<file path="src/rtl/pipe_skid_reg.sv">
// Pipeline stage register with a one-entry skid buffer: carries pc, T_new and an opaque payload.
// Latency 1 cycle; up_ready = !skid.valid (registered), so a downstream stall never reaches upstream combinationally.
module pipe_skid_reg #(
  parameter int          PAYLOAD_W = 128,
  parameter int          TNEW_W    = 2,
  parameter logic [31:0] PC_RESET  = 32'h0000_0000,
  parameter logic [31:0] EXC_PC    = 32'h0000_4180
) (
  input  logic                 clk,
  input  logic                 reset,
  input  logic                 Req,
  input  logic                 flush,
  input  logic                 up_valid,
  output logic                 up_ready,
  input  logic [31:0]          up_pc,
  input  logic [TNEW_W-1:0]    up_tnew,
  input  logic [PAYLOAD_W-1:0] up_payload,
  output logic                 dn_valid,
  input  logic                 dn_ready,
  output logic [31:0]          dn_pc,
  output logic [TNEW_W-1:0]    dn_tnew,
  output logic [PAYLOAD_W-1:0] dn_payload,
  output logic [1:0]           occupancy
);

  logic                 m_vld_q, m_vld_d, s_vld_q, s_vld_d;
  logic [31:0]          m_pc_q, m_pc_d, s_pc_q, s_pc_d;
  logic [TNEW_W-1:0]    m_tnew_q, m_tnew_d, s_tnew_q, s_tnew_d;
  logic [PAYLOAD_W-1:0] m_pay_q, m_pay_d, s_pay_q, s_pay_d;
  logic                 accept, consume;

  function automatic logic [TNEW_W-1:0] dec(input logic [TNEW_W-1:0] x);
    return (x == '0) ? '0 : x - TNEW_W'(1);
  endfunction

  assign up_ready  = reset & ~s_vld_q;
  assign accept    = up_valid & up_ready;
  assign consume   = m_vld_q & dn_ready;
  assign dn_valid  = m_vld_q;
  assign dn_pc     = m_pc_q;
  assign dn_tnew   = m_tnew_q;
  assign dn_payload = m_pay_q;
  assign occupancy = {1'b0, m_vld_q} + {1'b0, s_vld_q};

  always_comb begin
    m_vld_d  = m_vld_q;
    m_pc_d   = m_pc_q;
    m_tnew_d = m_tnew_q;
    m_pay_d  = m_pay_q;
    s_vld_d  = s_vld_q;
    s_pc_d   = s_pc_q;
    s_tnew_d = s_tnew_q;
    s_pay_d  = s_pay_q;
    if (Req || flush) begin
      // Upstream entry is dropped; upstream is being flushed in the same cycle.
      m_vld_d  = 1'b0;
      m_tnew_d = '0;
      m_pay_d  = '0;
      s_vld_d  = 1'b0;
      s_pc_d   = '0;
      s_tnew_d = '0;
      s_pay_d  = '0;
      if (Req) m_pc_d = EXC_PC;
    end else if (!m_vld_q || consume) begin
      if (s_vld_q) begin
        m_vld_d  = 1'b1;
        m_pc_d   = s_pc_q;
        m_tnew_d = dec(s_tnew_q);
        m_pay_d  = s_pay_q;
        s_vld_d  = 1'b0;
        s_pc_d   = '0;
        s_tnew_d = '0;
        s_pay_d  = '0;
      end else if (accept) begin
        m_vld_d  = 1'b1;
        m_pc_d   = up_pc;
        m_tnew_d = dec(up_tnew);
        m_pay_d  = up_payload;
      end else begin
        // Bubble keeps the last pc visible on dn_pc.
        m_vld_d  = 1'b0;
        m_tnew_d = '0;
        m_pay_d  = '0;
      end
    end else begin
      m_tnew_d = dec(m_tnew_q);
      if (accept) begin
        s_vld_d  = 1'b1;
        s_pc_d   = up_pc;
        s_tnew_d = dec(up_tnew);
        s_pay_d  = up_payload;
      end else if (s_vld_q) begin
        s_tnew_d = dec(s_tnew_q);
      end
    end
  end

  always_ff @(posedge clk or negedge reset) begin
    if (!reset) begin
      m_vld_q  <= 1'b0;
      m_pc_q   <= PC_RESET;
      m_tnew_q <= '0;
      m_pay_q  <= '0;
      s_vld_q  <= 1'b0;
      s_pc_q   <= '0;
      s_tnew_q <= '0;
      s_pay_q  <= '0;
    end else begin
      m_vld_q  <= m_vld_d;
      m_pc_q   <= m_pc_d;
      m_tnew_q <= m_tnew_d;
      m_pay_q  <= m_pay_d;
      s_vld_q  <= s_vld_d;
      s_pc_q   <= s_pc_d;
      s_tnew_q <= s_tnew_d;
      s_pay_q  <= s_pay_d;
    end
  end

endmodule

</file>
<file path="config.mk">
export PLATFORM = sky130hd
export DESIGN_NAME = pipe_skid_reg
export DESIGN_NICKNAME = d
export VERILOG_FILES = /design/src/rtl/pipe_skid_reg.sv
export SDC_FILE = /design/constraint.sdc
export NUM_CORES = 1
export LEC_CHECK = 0
export ABC_AREA = 0
export CORE_UTILIZATION = 30
export CTS_CLUSTER_DIAMETER = 150
export DETAILED_ROUTE_END_ITERATION = 16
export HOLD_SLACK_MARGIN = 0.02
export PLACE_DENSITY = 0.55
export SYNTH_ARGS = -nofsm -noshare
export SYNTH_HDL_FRONTEND = slang
export SYNTH_SLANG_ARGS = --single-unit
</file>
<file path="constraint.sdc">
create_clock -name clk -period 3.15 [get_ports clk]
set_clock_uncertainty 0.05 [all_clocks]
set_input_delay 0.945 -clock clk [delete_from_list [all_inputs] [get_ports clk]]
set_output_delay 0.945 -clock clk [all_outputs]
set_load 0.01 [all_outputs]
</file>
## Word-level counts from Yosys, hierarchy flattened

Index checks and enable logic that the tools add are counted.

- Add/subtract/negate cells: 4
- Eq/ne operators: 2
- Mux-type cells: 35
- Bitwise logic cells: 4
- Reduce and logical (&&, ||, !) cells: 12

Operators by type and width:

| operator | count |
|---|---|
| 2-to-1 mux 128 bit | 8 |
| 2-to-1 mux 32 bit | 8 |
| 2-to-1 mux 2 bit | 12 |
| 2-to-1 mux 1 bit | 7 |
| zero test 2 bit | 3 |
| nonzero test 3 bit | 2 |
| subtractor 2 x 1 -> 2 bit (second input constant) | 3 |
| AND reduction 2 bit | 2 |
| AND 1 bit | 3 |
| inequality test 3 bit (second input constant) | 1 |
| AND reduction 3 bit | 1 |
| adder 1 x 1 -> 2 bit | 1 |
| logical OR 1 bit | 2 |
| inequality test 2 bit (second input constant) | 1 |
| nonzero test 2 bit | 1 |
| zero test 1 bit | 1 |
| inverter 1 bit | 1 |

- Register bits after elaboration: 326
- Output and inout port bits: 166

## Logic depth before layout (Yosys ltp)

- Depth after elaboration: 7
- Gate-level depth with buffers: 8
- Gate-level depth less buffers: 3

## Worst setup path after synthesis

OpenSTA, ideal clock, no wires.

- Path type: input to register
- From: in flush
- To: reg s_pay_q[100]
- Setup time: 0.065 ns
- Data arrival time: 2.193 ns
- Path slack: 0.841 ns
- Stages on the path: 5
- Path buffers: 2
- Cell sequence: or4b_1 -> o2bb2ai_2 -> buf_4 -> buf_4 -> a22o_1

- Word-level cells in the longest chain between the ends: 3
- Elaborated cells on any way between the ends: 5
- Those cells by class: eq/ne (1); mux (1); reduce/logical (3)

Ends and longest elaborated chain:

| item | line | source |
|---|---|---|
| from (decl) | 12 | `input logic flush,` |
| logical OR 1 bit * | 54 | `if (Req \|\| flush) begin` |
| inequality test 3 bit (no source line) / nonzero test 3 bit (equally long branches) | n/a |  |
| AND reduction 2 bit (no source line) | n/a |  |
| to (signal assigned) | 116 | `s_pay_q <= s_pay_d;` |
| to (decl) | 29 | `logic [PAYLOAD_W-1:0] m_pay_q, m_pay_d, s_pay_q, s_pay_d;` |

Mark *: on every way between the ends. The rest lies on a longest branch, timed or not.
A chain may end at the register's enable or synchronous reset.

## Worst setup path after layout

- From: reg s_vld_q
- To: out occupancy[0]

- Word-level cells in the longest chain between the ends: 1

Ends and longest elaborated chain:

| item | line | source |
|---|---|---|
| from (decl) | 26 | `logic m_vld_q, m_vld_d, s_vld_q, s_vld_d;` |
| from (signal assigned) | 113 | `s_vld_q <= s_vld_d;` |
| adder 1 x 1 -> 2 bit | 43 | `assign occupancy = {1'b0, m_vld_q} + {1'b0, s_vld_q};` |
| to (decl) | 23 | `output logic [1:0] occupancy` |

Every way passes these cells.

==> results.yml <==
die:
  die_h_um: 214
  coreArea_mm2: 0.0443
  start_util_pct: 30.5
  rows: 77
  die_area_mm2: 0.0459
  die_w_um: 214
  ios: 334
cts:
  cts_tree: "built"
  cts_inserted_buffers: 38
  clk-insertion-delay-late_ps: 550
  cts_num_sinks: 326
  h-tree-depth: 2
  ctsHoldBuffers: 0
  clk_path_buf_depth: 3
  cts_resized: 0
  post_cts_buffers: 0
  clk_pin_slew_ps: 60
  cts-root-buf: "clkbuf_16"
grt:
  grt_max_degree: 137
  grt.total_usage_pct: 18.0
  grt_pass1_vias: 10754
  grt_pass1_wl_um: 65900
  antenna_found_initial: 2
  globalRouteOverflowTotal: 0
detailed_routing:
  first_pass_iters: 5
  route.detailed.drc: 0
  via_count: 10506
  wl_per_cell_um: 21.7
  drtIter0Drc: 780
  wirelength_um: 42000
  via_per_inst: 5.44
  detail-route-antenna-nets: 0
timing:
  fin_tns_setup_ps: 0
  rsz0062_at_grt: "no"
  max_slew_margin_pct: 40.5
  fin_crit_sh_pct: 94.5
  finalCriticalPeriod_ps: 2980
  fmax_ghz: 0.336
  finalHoldViolations: 0
  finalSetupViolations: 0
  worst_slew_pin_slew_ps: 892
  holdWs_ps: 151
  final_max_slew_viol_count: 0
cells_and_area:
  layout-drive-gt1-share_pct: 8.08
  fin_area_mm2: 0.0190
  final_common_cell: "a22o_1"
  area_growth_pct: 40.4
  mostFrequentLayoutCells: "a22o_1 (416), clkdlybuf4s50_1 (331), dfrtp_1 (325)"
  final_cell_count_no_fill: 1931
  nets: 1487
critical_path:
  worstSetupStartpointType: "flop"
  max_stage_delay_ps: 600
  critical_path.top_delay_family: "flip-flops"
  path_buf_inv: 1
  cp_slowest_cell: "dfrtp_4"
  crit_fanout: 18
  worstPathRequired_ps: 2150
  arrival_ps: 1980
  crit_type: "flop to output port"
  crit_chain: "ha_1, clkdlybuf4s50_1"
  cp-end-kind: "output port"
synthesis:
  ys_ff_latch: 326
  ys_warn_count: 0
  syn_nets: 1188
  synth_top_area_cell: "dfrtp_1"
  synth_area_leaders: "dfrtp_1 (60%), a22o_1 (27%), mux2i_1 (2.4%), clkbuf_1 (1.9%), o31ai_1 (1.6%)"
  synthCells: 1019
  ys_types: 33
  syn-mean-instance-area_um2: 13.3
  syn_area_mm2: 0.0135
  yosysSeqAreaShare_pct: 60.4
  synth_top_area_share_pct: 60.4
power_and_ir_drop:
  peakVddDrop_mv: 0.272
  p_per_area_mw_per_mm2: 498
  total_leakage_power_nw: 8.29
min_path:
  worstHoldPathType: "input pin to async pin"
place:
  dp.cells: 1870
  numPortBuffers: 333
  gp_congestion: 0.765
  place_area_mm2: 0.0178
  place_hpwl_um: 25600
run_status:
  outcome: "finished clean"
flow_run:
  drv_cap: 0
path summary, 6_finish.rpt:
path / startpoint / slack [ps] / endpoint / cells past startpoint
min in group clk: s_pay_q[44]$_DFFE_PN0P_ / 450 / s_pay_q[44]$_DFFE_PN0P_ / 1
worst min-delay path: reset / 150 / s_vld_q$_DFFE_PN0P_ / 1
worst max-delay path: s_vld_q$_DFFE_PN0P_ / 170 / occupancy[0] / 2
worst max register to register: s_vld_q$_DFFE_PN0P_ / 890 / dn_payload[37]$_DFFE_PN0N_ / 4
worst min register to register: s_pay_q[44]$_DFFE_PN0P_ / 450 / s_pay_q[44]$_DFFE_PN0P_ / 1
max in group asynchronous: reset / 1180 / dn_pc[29]$_DFFE_PN0P_ / 3
worst register-to-register path: stages (launching register included):
cell	delay, ps
dfrtp_4	580
buf_4	550
buf_4	600
a22o_1	290
a22o_1	130
sequential cells by signal (all words and copies together) (netlist names):
register,count
dn_valid,1
s_pay_q,128
s_vld_q,1
s_pc_q,32
dn_payload,128
dn_tnew,2
s_tnew_q,2
dn_pc,32
synth_stat cells:
library cell,number
nor4b_2,1
buf_1,11
dfrtp_1,326
nor2b_1,2
o21ai_0,1
a22o_1,416
or4b_1,1
a211o_1,3
inv_1,2
and2_1,1
a2111oi_0,2
buf_4,12
o2bb2ai_2,1
buf_2,30
nand3_1,1
or4_1,29
nor2_1,2
nand4b_1,1
a211oi_1,1
clkbuf_1,68
nor3_1,2
a31oi_1,1
a32oi_1,2
o31ai_1,29
nand2b_1,1
nor4_1,3
or3_1,1
ha_1,1
nand3b_1,1
mux2i_1,32
o22ai_1,1
a21oi_1,32
and3b_1,2
through the flow:
stage / setup WS (ps) / util, % / power [mW]
CTS: 131 / 42.8 / 9.59
floorplan: 841 / - / 4.59
global placement: 148 / 40.1 / 5.15
finish: 175 / 42.8 / 9.45
global route: 102 / 42.8 / 9.80
detailed placement: 84.4 / 40.1 / 5.15
kinds of logic (layout without fill, tap and decap cells):
logic type	Yosys count	after routing	share of synthesized area (%)
muxes	32	32	2.37
buffers and inverters	123	441	4.03
AOI/OAI and AO/OA	489	489	30.5
other	0	2	0
and+or+nand+nor	48	48	2.58
DFF	326	326	60.4
adders and majority gates	1	1	0.0926
power breakdown:
part	switching [mW]	leakage, nW	total (mW)	internal (mW)
logic	0.400	3.19	0.805	0.404
clock network	1.77	0.580	4.38	2.61
registers	0.0299	4.52	4.26	4.23
layer usage:
layer	GRT usage, %	up-vias	part of all wire, %
met5	0	-	0
met4	5.26	0	1.9
met3	3.69	52	5.6
met2	27.4	325	46
met1	25.9	5458	47
li1	-	4671	-
final cells by class:
| class | instances | area [um2] |
|---|---|---|
| fill | 4103 | 25400 |
| sequential | 326 | 8160 |
| multi-input combinational | 570 | 4860 |
| timing repair buffer | 380 | 4000 |
| clock buffer | 49 | 1020 |
| tap | 592 | 741 |
| clock inverter | 10 | 175 |
| inverter | 2 | 7.51 |
| antenna | 2 | 5.00 |
(Power assumes the default switching activity.)
